### src/rtl/fifo_pkg.sv
// Shared widths and types for the dual-port-RAM FIFO controller.
package fifo_pkg;

   localparam int unsigned ADDR_W = 8;
   localparam int unsigned DATA_W = 8;
   localparam int unsigned DEPTH  = 2 ** ADDR_W;

   typedef logic [ADDR_W-1:0] addr_t;
   typedef logic [DATA_W-1:0] data_t;
   typedef logic [ADDR_W:0]   cnt_t;
   typedef logic [ADDR_W+1:0] lvl_t;

endpackage

### src/rtl/fifo_out_buf.sv
// Two-entry output buffer behind the RAM read port. Entry 0 is the head.
module fifo_out_buf #(
   parameter int unsigned DATA_W = fifo_pkg::DATA_W
) (
   input  logic              clk_i,
   input  logic              rst_i,
   input  logic              cap_i,
   input  logic [DATA_W-1:0] cap_data_i,
   input  logic              pop_i,
   output logic              valid_o,
   output logic [DATA_W-1:0] data_o,
   output logic [1:0]        cnt_o
);

   logic [DATA_W-1:0] ent0_q, ent0_d;
   logic [DATA_W-1:0] ent1_q, ent1_d;
   logic [1:0]        cnt_q, cnt_d;

   // Next-state for entries and count; capture with pop shifts the queue.
   always_comb begin
      ent0_d = ent0_q;
      ent1_d = ent1_q;
      cnt_d  = cnt_q;
      case ({cap_i, pop_i})
         2'b10: begin
            if (cnt_q == 2'd0) begin
               ent0_d = cap_data_i;
            end else begin
               ent1_d = cap_data_i;
            end
            cnt_d = cnt_q + 2'd1;
         end
         2'b01: begin
            ent0_d = ent1_q;
            cnt_d  = cnt_q - 2'd1;
         end
         2'b11: begin
            if (cnt_q == 2'd1) begin
               ent0_d = cap_data_i;
            end else begin
               ent0_d = ent1_q;
               ent1_d = cap_data_i;
            end
         end
         default: ;
      endcase
   end

   // Buffer state; entries clear on reset so the head reads zero.
   always_ff @(posedge clk_i) begin
      if (rst_i) begin
         ent0_q <= '0;
         ent1_q <= '0;
         cnt_q  <= '0;
      end else begin
         ent0_q <= ent0_d;
         ent1_q <= ent1_d;
         cnt_q  <= cnt_d;
      end
   end

   // Head presentation.
   always_comb begin
      valid_o = (cnt_q != 2'd0);
      data_o  = ent0_q;
      cnt_o   = cnt_q;
   end

endmodule

### src/rtl/dpram_fifo_ctrl.sv
// FIFO controller driving a 256x8 dual-port RAM: port A writes, port B reads,
// with a two-entry buffer absorbing the RAM's registered read latency.
module dpram_fifo_ctrl #(
   parameter int unsigned ADDR_W    = fifo_pkg::ADDR_W,
   parameter int unsigned DATA_W    = fifo_pkg::DATA_W,
   parameter int unsigned AFULL_LVL = 240
) (
   input  logic              clk_i,
   input  logic              rst_i,
   input  logic              in_valid_i,
   input  logic [DATA_W-1:0] in_data_i,
   output logic              in_ready_o,
   output logic              out_valid_o,
   output logic [DATA_W-1:0] out_data_o,
   input  logic              out_ready_i,
   output logic [ADDR_W+1:0] level_o,
   output logic              afull_o,
   output logic              wea_o,
   output logic              rea_o,
   output logic [ADDR_W-1:0] addra_o,
   output logic [DATA_W-1:0] dia_o,
   output logic              web_o,
   output logic              reb_o,
   output logic [ADDR_W-1:0] addrb_o,
   output logic [DATA_W-1:0] dib_o,
   input  logic [DATA_W-1:0] dob_i
);

   localparam int unsigned   Depth   = 2 ** ADDR_W;
   localparam logic [ADDR_W:0] CntFull = (ADDR_W + 1)'(Depth);

   logic [ADDR_W-1:0] wptr_q, wptr_d;
   logic [ADDR_W-1:0] rptr_q, rptr_d;
   logic [ADDR_W:0]   ram_cnt_q, ram_cnt_d;
   logic              rd_pend_q;
   logic              push, pop, rd_issue;
   logic [1:0]        buf_cnt;
   logic [2:0]        occ;

   fifo_out_buf #(
      .DATA_W (DATA_W)
   ) u_out_buf (
      .clk_i      (clk_i),
      .rst_i      (rst_i),
      .cap_i      (rd_pend_q),
      .cap_data_i (dob_i),
      .pop_i      (pop),
      .valid_o    (out_valid_o),
      .data_o     (out_data_o),
      .cnt_o      (buf_cnt)
   );

   // Handshakes and read issue; a read is issued only if its word is sure to fit.
   always_comb begin
      in_ready_o = (ram_cnt_q != CntFull);
      push       = in_valid_i & in_ready_o;
      pop        = out_valid_o & out_ready_i;
      occ        = {1'b0, buf_cnt} + {2'b00, rd_pend_q} - {2'b00, pop};
      rd_issue   = (ram_cnt_q != '0) && (occ < 3'd2);
   end

   // Pointer and occupancy next-state.
   always_comb begin
      wptr_d    = wptr_q + ADDR_W'(push);
      rptr_d    = rptr_q + ADDR_W'(rd_issue);
      ram_cnt_d = ram_cnt_q;
      case ({push, rd_issue})
         2'b10:   ram_cnt_d = ram_cnt_q + 1'b1;
         2'b01:   ram_cnt_d = ram_cnt_q - 1'b1;
         default: ;
      endcase
   end

   // Controller state; reset drops any read in flight.
   always_ff @(posedge clk_i) begin
      if (rst_i) begin
         wptr_q    <= '0;
         rptr_q    <= '0;
         ram_cnt_q <= '0;
         rd_pend_q <= 1'b0;
      end else begin
         wptr_q    <= wptr_d;
         rptr_q    <= rptr_d;
         ram_cnt_q <= ram_cnt_d;
         rd_pend_q <= rd_issue;
      end
   end

   // RAM strobes and occupancy outputs.
   always_comb begin
      wea_o   = push;
      rea_o   = 1'b0;
      addra_o = wptr_q;
      dia_o   = in_data_i;
      web_o   = 1'b0;
      reb_o   = rd_issue;
      addrb_o = rptr_q;
      dib_o   = '0;
      level_o = {1'b0, ram_cnt_q} + (ADDR_W + 2)'(rd_pend_q) + (ADDR_W + 2)'(buf_cnt);
      afull_o = (level_o >= (ADDR_W + 2)'(AFULL_LVL));
   end

endmodule

### config.mk
export PLATFORM = sky130hd
export DESIGN_NAME = dpram_fifo_ctrl
export DESIGN_NICKNAME = d
export VERILOG_FILES = /design/src/rtl/fifo_pkg.sv /design/src/rtl/fifo_out_buf.sv /design/src/rtl/dpram_fifo_ctrl.sv
export SDC_FILE = /design/constraint.sdc
export NUM_CORES = 1
export LEC_CHECK = 0
export ABC_AREA = 1
export BUFFER_PORTS_ARGS = -buffer_cell sky130_fd_sc_hd__buf_2
export CAP_MARGIN = 20
export CORE_MARGIN = 8
export CORE_UTILIZATION = 50
export CTS_CLUSTER_DIAMETER = 80
export DETAILED_ROUTE_END_ITERATION = 12
export GPL_TIMING_DRIVEN = 1
export PLACE_DENSITY = 0.84
export SETUP_SLACK_MARGIN = 0.15
export SLEW_MARGIN = 10
export SYNTH_ARGS = -nofsm -noshare
export SYNTH_HDL_FRONTEND = slang
export SYNTH_HIERARCHICAL = 1
export SYNTH_SLANG_ARGS = --single-unit
### constraint.sdc
create_clock -name clk_i -period 5.1 [get_ports clk_i]
set_input_delay 0.51 -clock clk_i [delete_from_list [all_inputs] [get_ports clk_i]]
set_output_delay 0.51 -clock clk_i [all_outputs]
set_load 0.01 [all_outputs]
==> flow_summary.ini <==
[yosys]
synth_top_family_by_area = simple AND/OR/NAND/NOR gates
synth_compound_area_share_pct = 9.555
synth_mux_area_share_pct = 0
synth_top_cell_by_area = dfxtp_1
ys_ff_latch = 44
yosys_warnings = 6
syn_avg_cell_area_um2 = 6.944
synth-simple-area-share_pct = 27.62
synth-xor-area-share_pct = 3.665
synth_commonest_cells = nand2_1, inv_1, dfxtp_1, a21oi_1, nand3_1
synth_cell_types = 28
synth_area_leaders = dfxtp_1, nand2_1, inv_1, ha_1, a21oi_1
synth_ff_type = dfxtp_1
netlist_instances = 413
yosysSeqAreaShare_pct = 30.72
yosysMostFrequentCell = nand2_1
synthAdderAreaFrac_pct = 11.52
synth_top_area_share_pct = 30.72
async_flop_share_pct = 0
synth_edf_count = 0
syn_area_um2 = 2868

[global_routing]
grt_usage_pct = 14.91
grt_start_max_net_pins = 25
antenna_found_initial = 0
grt-busiest-layer = met2
use_met1_pct = 16.96
grt_use_met2_pct = 26.77
grt_pass1_wl_mm = 10.69
grtUsageMet3_pct = 3.749
grt_pass1_vias = 2416
grt_overflow = 0

[worst_hold_path]
min_path_type = reg2reg
hp-start = addra_o[6]
holdPathEnd = addra_o[6]
whs_path_depth = 2

[routing]
wl_per_cell_um = 12.22
postRouteAntennaNets = 0
first_pass_iters = 4
drt_iter0_markers = 129
wirelength_mm = 6.450
vias = 2571
drc = 0
vias_per_cell = 4.869

[cts]
cts_tree = yes
holdBufCountCts = 0
cts_buffers = 5
path_clk_slew_ns = 0.09
cts_setup_buffers = 0
ctsRootBufferMaster = clkbuf_8
insertion_delay_ns = 0.29
cts_buffer_depth = 2
clock_sinks = 44
ctsResizeCount = 0
htreeDepth = 2

[timing]
clock_skew_ns = 0.007214
setup_viol_count_final = 0
finalCritPeriodShare_pct = 80.35
hold_viol_final = 0
period_minus_slack_ns = 4.098
fin_setup_tns_ns = 0
clock.fmax_mhz = 244.0
drv_slew = 0
rsz0062_at_grt = false

[critical_path]
crit_family = adder cells
path_buf_inv = 4
critical_path_required_ns = 5.28
path_cells = inv_1 -> ha_1 -> inv_1 -> nand2_1 -> inv_1 -> ha_1 -> or2_2 -> fa_1 -> xnor2_1 -> nand2_1 -> a21oi_1 -> ha_1 -> ha_1 -> or2_2 -> nand2_1 -> xnor2_1 -> o21ai_0 -> inv_1
rr_worst_depth = 18
cp-start-kind = flop
worst-path-max-fanout = 9
cp.arrival_ns = 4.28
r2r_end = ram_cnt_q[4]
slowest_stage = dfxtp_1
end_kind = flop
cp_slowest_stage_delay_ns = 0.47
path_class = reg2reg
worst_r2r_startpoint = u_out_buf/cnt_o[1]
reg2reg_slack_ns = 1.00

[place]
hpwl_mm = 5.051
place_congestion = 0.9039
port_buffers = 50
dp.cells = 520

[die]
die_area_um2 = 8415
start_util_pct = 51.76
core-area_um2 = 5540
chipWidth_um = 91.74
io_pins = 77
num_rows = 27
die_y_um = 91.74

[pwr]
peakVddDrop_uv = 298.7
p_total_mw = 1.775
power_density_nw_per_um2 = 560.7
leakagePower_nw = 1.702

[cells_and_area]
drive_gt1_share_pct = 16.45
area_growth_syn_to_layout_pct = 10.38
final_cells = 528
final_nets = 499
antenna_cells = 0

[status]
status = finished clean

[run]
maxCapViolCount = 0
-- worst register-to-register path: cells and delay by family, from the launching register on --
kind	cells	cell delay, ns
compound gates	2	0.44
xor+xnor	2	0.22
fa+ha+maj	5	1.62
buf+inv	4	0.40
flops	1	0.47
simple gates	5	0.85
-- registers in the layout, summed over array words and instances (netlist names) --
register	count
addra_o	8
rd_pend_q	1
u_out_buf/data_o	8
ram_cnt_q	9
u_out_buf/ent1_q	8
u_out_buf/cnt_o	2
addrb_o	8
-- worst max path at each step --
stage                             from           end  depth (start not counted)
floorplan           u_out_buf/cnt_o[1]  ram_cnt_q[8]                         20
global placement    u_out_buf/cnt_o[1]  ram_cnt_q[8]                         20
detailed placement  u_out_buf/cnt_o[1]  ram_cnt_q[3]                         18
CTS                 u_out_buf/cnt_o[1]  ram_cnt_q[3]                         18
global route        u_out_buf/cnt_o[1]  ram_cnt_q[4]                         18
finish              u_out_buf/cnt_o[1]  ram_cnt_q[4]                         18
-- logic make-up after synthesis --
| family | count (synthesis) |
|---|---|
| buffers and inverters | 106 |
| and+or+nand+nor | 172 |
| other | 1 |
| adders and majority gates | 24 |
| AOI/OAI and AO/OA | 54 |
| xor gates and xnor gates | 12 |
| DFF | 44 |
-- through the flow --
stage          utilization (%)  worst slack (ns)  cell area [um2]  hold slack, ns
3_3_place_gp             55.37             1.208             3068          0.4621
2_1_floorplan                -             1.200             2902          0.4522
3_5_place_dp             55.37             1.025             3068          0.4690
5_1_grt                  57.14            0.6522             3166          0.5183
4_1_cts                  57.14             1.012             3166          0.4924
6_report                 57.14             1.002             3166          0.4904
-- per-layer routing --
layer	wire length (um)	part of all wire, %
met1	2850	44
met2	3209	50
met3	350	5.4
met4	40	0.62
met5	0	0
-- layout by cell type (no fill, tap or decap) --
master / n
clkbuf_8: 6
inv_1: 78
o21ai_0: 15
nand3b_1: 9
dfxtp_1: 44
a21oi_1: 38
conb_1: 10
nand2_4: 2
nand2_2: 5
nand3_2: 1
inv_2: 3
nor3_2: 3
nor3_1: 4
nor2_1: 30
nand3_1: 32
nand2_1: 80
and2_1: 1
clkinvlp_4: 2
clkinv_1: 1
nand4_1: 3
buf_2: 50
fa_1: 4
or2_2: 2
xor2_1: 9
xnor2_1: 3
a21oi_2: 1
ha_1: 20
-- area by class of cell --
class / count / area [um2]
clock buffers: 6 / 82.58
clock inverters: 2 / 15.01
fillers: 515 / 2375
inverters: 82 / 307.8
multi-input cells: 272 / 1539
flip-flops and latches: 44 / 880.8
well taps: 72 / 90.09
repair buffers: 50 / 250.2
-- power breakdown --
group,total (mW),switching [mW],leakage (nW),internal (mW)
sequential,0.529,0.0849,0.361,0.444
clock,0.232,0.122,0.0434,0.110
combinational,1.01,0.630,1.30,0.384
Note: power is estimated with default switching activity, not from simulation.
